**config.mk**
```make
export PLATFORM = sky130hd
export DESIGN_NAME = serial_adder
export DESIGN_NICKNAME = d
export VERILOG_FILES = /design/src/rtl/serial_adder.sv
export SDC_FILE = /design/constraint.sdc
export NUM_CORES = 1
export LEC_CHECK = 0
export ABC_AREA = 1
export CAP_MARGIN = 20
export CORE_ASPECT_RATIO = 1.75
export CORE_MARGIN = 2
export CORE_UTILIZATION = 46
export DETAILED_ROUTE_END_ITERATION = 12
export GPL_ROUTABILITY_DRIVEN = 0
export PLACE_DENSITY = 0.77
export SLEW_MARGIN = 5
export SYNTH_ARGS = -nofsm -noshare
export SYNTH_HDL_FRONTEND = slang
export SYNTH_SLANG_ARGS = --single-unit
```
**constraint.sdc**
```tcl
create_clock -name clk -period 1.21 [get_ports clk]
set_input_delay 0.121 -clock clk [delete_from_list [all_inputs] [get_ports clk]]
set_output_delay 0.121 -clock clk [all_outputs]
set_load 0.01 [all_outputs]
```
**src/rtl/serial_adder.sv**
```systemverilog
// serial_adder: bit-serial LSB-first ripple adder with carry-out, signed overflow and done strobe
module serial_adder #(
    parameter int WIDTH = 8
) (
    input  logic             clk,
    input  logic             rst_n,
    input  logic             start,
    input  logic [WIDTH-1:0] a,
    input  logic [WIDTH-1:0] b,
    input  logic             cin,
    output logic             busy,
    output logic             done,
    output logic [WIDTH-1:0] sum,
    output logic             cout,
    output logic             ovf
);
    localparam int CW = $clog2(WIDTH);
    typedef enum logic [1:0] {IDLE, RUN, DONE} state_t;
    state_t state, state_nx;
    logic [WIDTH-1:0] a_sh, b_sh, res, res_nx;
    logic [CW-1:0] cnt;
    logic c, s, c_nx, last, load;
    always_comb begin
        s        = a_sh[0] ^ b_sh[0] ^ c;
        c_nx     = (a_sh[0] & b_sh[0]) | (c & (a_sh[0] ^ b_sh[0]));
        res_nx   = {s, res[WIDTH-1:1]};
        last     = cnt == CW'(WIDTH - 1);
        load     = state != RUN && start;
        state_nx = state == RUN ? (last ? DONE : RUN) : (start ? RUN : IDLE);
        busy     = state == RUN;
        done     = state == DONE;
    end
    always_ff @(posedge clk) begin
        if (!rst_n) begin
            state <= IDLE;
            a_sh  <= '0;
            b_sh  <= '0;
            res   <= '0;
            cnt   <= '0;
            c     <= 1'b0;
            sum   <= '0;
            cout  <= 1'b0;
            ovf   <= 1'b0;
        end else begin
            state <= state_nx;
            if (load) begin
                a_sh <= a;
                b_sh <= b;
                c    <= cin;
                cnt  <= '0;
            end else if (state == RUN) begin
                a_sh <= a_sh >> 1;
                b_sh <= b_sh >> 1;
                c    <= c_nx;
                res  <= res_nx;
                cnt  <= last ? cnt : cnt + 1'b1;
                if (last) begin
                    sum  <= res_nx;
                    cout <= c_nx;
                    ovf  <= c ^ c_nx;
                end
            end
        end
    end
endmodule

```
Word-level counts from Yosys, hierarchy flattened
Cells that the tools add are included.
Word-level totals
  bits in registers: 40
  latch bits: 0
  memory bits (writable): 0
  memory bits (read-only): 0
  input port bits: 20
  output and inout port bits: 12
  logic and storage cells: 38
  memories kept: 0
Operators by class
  add/subtract/negate cells: 1
  $mul: 0
  divide/modulo/power cells: 0
  magnitude comparators: 0
  eq/ne operators: 4
  shifts and indexed selects: 0
  multiplexer cells: 9
  bitwise operators: 9
  reductions and logical operators: 6
Operators with widths (number)
  $mux W8: 4
  $mux W2: 2
  $reduce_and A2 Y1: 2
  $add A3 B1 Y3 const B: 1
  $eq A3 B3 Y1 const B: 1
  $mux W1: 3
  $not A1 Y1: 3
  $reduce_and A3 Y1: 1
  $xor A1 B1 Y1: 3
  $and A1 B1 Y1: 2
  $eq A2 B1 Y1 const B: 1
  $eq A2 B2 Y1 const B: 1
  $ne A2 B1 Y1 const B: 1
  $reduce_bool A2 Y1: 1
  $reduce_or A2 Y1: 1
  $logic_and A1 B1 Y1: 1
  $or A1 B1 Y1: 1

Logic depth before layout (Yosys ltp)
  depth after elaboration: 5
  depth in mapped cells: 7
  mapped depth without buffers: 6

Worst setup path after synthesis
OpenSTA, ideal clock, no wires.
  kind: register to register
  start point: reg cnt[0]
  end point: reg sum[0]
  setup time: 59 ps
  data arrival time: 1092 ps
  required time: 1151 ps
  path slack: 60 ps
  cell stages (with the launch flop): 7
  buffers on the path: 1
  period minus slack after synthesis: 1150 ps
  path through: dfxtp_1 > ha_1 > ha_1 > nand2_1 > buf_2 > nand3_1 > nand2_1
On the way
  word-level cells in the longest chain between the ends: 2
RTL lines
  start, declared: RTL line 21  | logic [CW-1:0] cnt;
  start signal, assigned: RTL line 56  | cnt <= last ? cnt : cnt + 1'b1;
  $eq A3 B3 Y1: RTL line 27  | last = cnt == CW'(WIDTH - 1);
  via last: RTL line 22  | logic c, s, c_nx, last, load;
  $reduce_and A3 Y1 (no line)
  end signal, assigned: RTL line 58  | sum <= res_nx;
  end, declared: RTL line 13  | output logic [WIDTH-1:0] sum,
The timed path passes the listed nets, and every way through them passes these cells.
A chain may end at the register's enable or synchronous reset.

Worst setup path after layout
  start point: reg state[0]
  end point: out busy
On the way
  word-level cells in the longest chain between the ends: 1
RTL lines
  start, declared: RTL line 19  | state_t state, state_nx;
  start signal, assigned: RTL line 45  | state <= state_nx;
  $eq A2 B1 Y1: RTL line 30  | busy = state == RUN;
  end, declared: RTL line 11  | output logic busy,
No other way between the ends.

==> summary by stage <==
Status
The flow ran to the end, and the final reports show no timing, DRC or antenna violations.

GRT
The number of global-route vias before repair was 1558. The fraction of met3 tracks used by global routing is 0.04839. The global-route track usage on met2 is 0.3503. The initial antenna violation count is 0. After global routing the overflow that remains totals 0. Entering global routing, the biggest net connects 24 pins.

The combined global-route utilization of all metal layers is 0.1941. The first global-routing pass estimated 6361 µm of wire. The layer flagged by global routing as most heavily used is met2. For met1 alone, demand over resource in global routing was 0.2048.

Placed design
Once detailed placement completed, the half-perimeter wirelength came to 2552 µm. In this run the tool buffered the top-level ports with 31 buffer cells. Prior to clock tree synthesis, the placed netlist has a worst setup slack of -0.04714 ns. Including well taps, the total number of placed cells is 309.

Routing
For this run, design rule violations remaining after detail routing come to 0. The iteration-0 DRC count of the detailed router is 40. The via count is 1572. After detailed routing, the average wire length per cell comes to 11.17 µm.

In the routed layout, each cell is associated on average with a via count of 4.959. The count of nets left with antenna violations once routing finished came out at 0. The routed wire length is 3542 µm.

The first TritonRoute pass finished after 4 iterations.

Logic synthesis
The number of register bits inferred by synthesis is 39. Of the synthesized area, sequential elements account for 0.4636. The biggest area contributor in the post-synthesis netlist is dfxtp_1. The commonest register cell after synthesis is dfxtp_1. Of the post-synthesis cell area, the dominant cell type holds 0.4636. Ranked by instance count, the synthesized netlist is headed by 59 x nand2_1, 58 x nand3_1, 39 x dfxtp_1. Synthesis handed over a netlist of 230 instances. By area the synthesized netlist is led by dfxtp_1 46%, nand3_1 17%, nand2_1 13%, inv_1 4.2%, nor2_1 3.8%. The number of nets in the synthesized netlist is 253.

The most frequent cell after synthesis is nand2_1. Of all flip-flops after synthesis, the portion carrying an async set or reset was 0. The area of the mapped netlist is 1684 µm². The distinct cell type count after synthesis is 19.

During synthesis, Yosys emitted a total of 0 warnings. After synthesis, the mean cell area works out to 7.322 µm². Counting flops with a built-in enable in the synthesized netlist gives 0.

Setup path
In this run the worst path has a maximum fanout of 3. The signal on the critical path passes through inv_2 -> nor2_8 -> clkdlybuf4s15_1. Data on the critical path is required at its endpoint by 1.09 ns. Data arrives at the worst endpoint at 1.04 ns. The category of the most critical setup path is reg2out. The nature of the critical path startpoint is a flop. The dominant delay contributor by cell family on the critical path is flip-flops. For this run, the slowest stage of the critical path takes 0.35 ns.

Together, buffers and inverters on the worst path number 2. For this design, the slowest cell found on the critical path is dfxtp_2. The critical path endpoint category is a primary output.

Cells and area
The share of the core filled with cells is 0.6446. For this run, the number of standard cells in the final layout without fillers is 317. In the final layout, the share of cells above drive strength 1 is 0.1402. Compared with the post-synthesis result, the final layout area differs by 36.11%. Fill cells in the final layout number 330. The multi-input combinational cells in the finished layout cover a total of 762.0 µm².

The sequential cells in the finished layout cover a total of 788.3 µm². The net count of the finished layout is 293. The repair_antennas step left the layout with diodes totalling 0.

Die
The I/O pin count is 32. In this run the standard cell core region covers 3556 µm². The number of cell rows is 29.

The die covers 4180 µm². The starting density of the core is 0.4736. The die extent in y is 84.05 µm. The die extent in x is 49.74 µm.

Timing
The number of endpoints with negative hold slack in the final report is 0. At the pin with the least slew margin, the transition time is 0.3233 ns. The timing-limited maximum frequency is 863.0 MHz. The number of endpoints failing setup at the final stage is 0. The final critical path time including I/O delays and setup is 1.159 ns. Across all setup checks in the final design, the least slack found is 0.05122 ns. The final cycle utilization of the critical path is 0.9577. The clock arrives with 0.004641 ns of skew. The count of pins over their slew limit is 0. Measured against its own limit, the worst slew margin works out to 0.7822.

Worst hold path
The path category of the worst min-delay check is in2reg.

Clock network
TritonCTS built the clock tree. The clock-pin transition on the worst setup and hold timing paths is 0.07 ns. For this design, the sink count on the clock tree is 39. The maximum buffer depth of the clock tree is 2. Clock latency on the worst-skew pair, taken at its later pin, is 0.30 ns.

In this run the post-CTS setup repair buffer count came out at 0. The library cell used as clock root buffer is clkbuf_8. The total clock buffers created by CTS is 5. The H-tree was split into 2 levels.

Pwr
The power per unit of standard cell area is 1313 nW/µm². The total power consumption of the routed design is 3.010 mW. The peak supply drop is 1028 µV. In this run the static leakage power is 1.121 nW.

Job
The max-capacitance violation count is 0.
==> worst min-delay path, delay by kind of cell <==
kind	cells	cell delay, ns
compound gates	1	0.06
buf+inv	1	0.39
simple gates	1	0.08
==> routing by layer <==
metal,part of all wire,up-vias,wire (µm)
met5,0,-,0
met4,0.020,0,70
met3,0.038,6,134
met2,0.54,41,1912
met1,0.40,717,1424
li1,-,808,-
==> power breakdown <==
group | switching, mW | internal, mW
registers | 0.0368 | 1.34
clock network | 0.458 | 0.824
logic | 0.173 | 0.180
==> cells in the final DEF, fill, tap and decap left out, types with 9 or more instances in the layout <==
| cell | Yosys | routed |
|---|---|---|
| nand2_1 | 59 | 59 |
| nand3_1 | 58 | 58 |
| dfxtp_1 | 39 | 35 |
| inv_1 | 19 | 19 |
| clkdlybuf4s50_1 | 0 | 19 |
| nor2_1 | 17 | 16 |
| buf_4 | 6 | 11 |
| dlygate4sd2_1 | 0 | 10 |
| o21ai_0 | 9 | 9 |
==> what timing repair did <==
action | 4_1_cts | 5_1_grt
gates resized for setup | 16 | 12
hold buffers | 0 | 0
endpoints found under the setup margin | 21 | 19
cloned | 0 | 0
==> sequential cells by signal (all words and copies together), names as in the netlist <==
name,count
sum,8
res,7
c,1
cnt,3
state,2
b_sh,8
ovf,1
a_sh,8
cout,1
==> path summary, 6_finish.rpt <==
path | from | to | slack, ns | cells past startpoint
worst max-delay path | state[0] | busy | 0.05 | 3
worst min register to register | res[1] | sum[0] | 0.46 | 2
worst min-delay path | b[7] | b_sh[7] | 0.40 | 3
worst max register to register | b_sh[0] | res[7] | 0.07 | 3
==> cells by family after synthesis <==
group | share of synthesized area
flip-flops | 0.4636
XOR/XNOR | 0.005202
AND/OR/NAND/NOR | 0.3611
adder cells (fa/ha/maj) | 0.02674
buffers and inverters | 0.1018
AO/OA/AOI/OAI | 0.04160
==> through the flow <==
step | TNS [ns] | cell area, µm² | hold WS (ns)
after detailed placement | -0.3855 | 2133 | 0.4478
after global placement | -0.1157 | 2133 | 0.4257
final | 0 | 2292 | 0.3982
after global routing | -0.01821 | 2292 | 0.4434
after CTS | 0 | 2258 | 0.3891
after floorplan | 0 | 1684 | 0.2820
==> layout make-up <==
type	count	area share
well taps	46	0.02511
clock buffers	6	0.03166
repair buffers	47	0.2036
flip-flops and latches	39	0.3439
clock inverters	2	0.02620
multi-input cells	155	0.3324
inverters	22	0.03712
(Power assumes the default switching activity.)
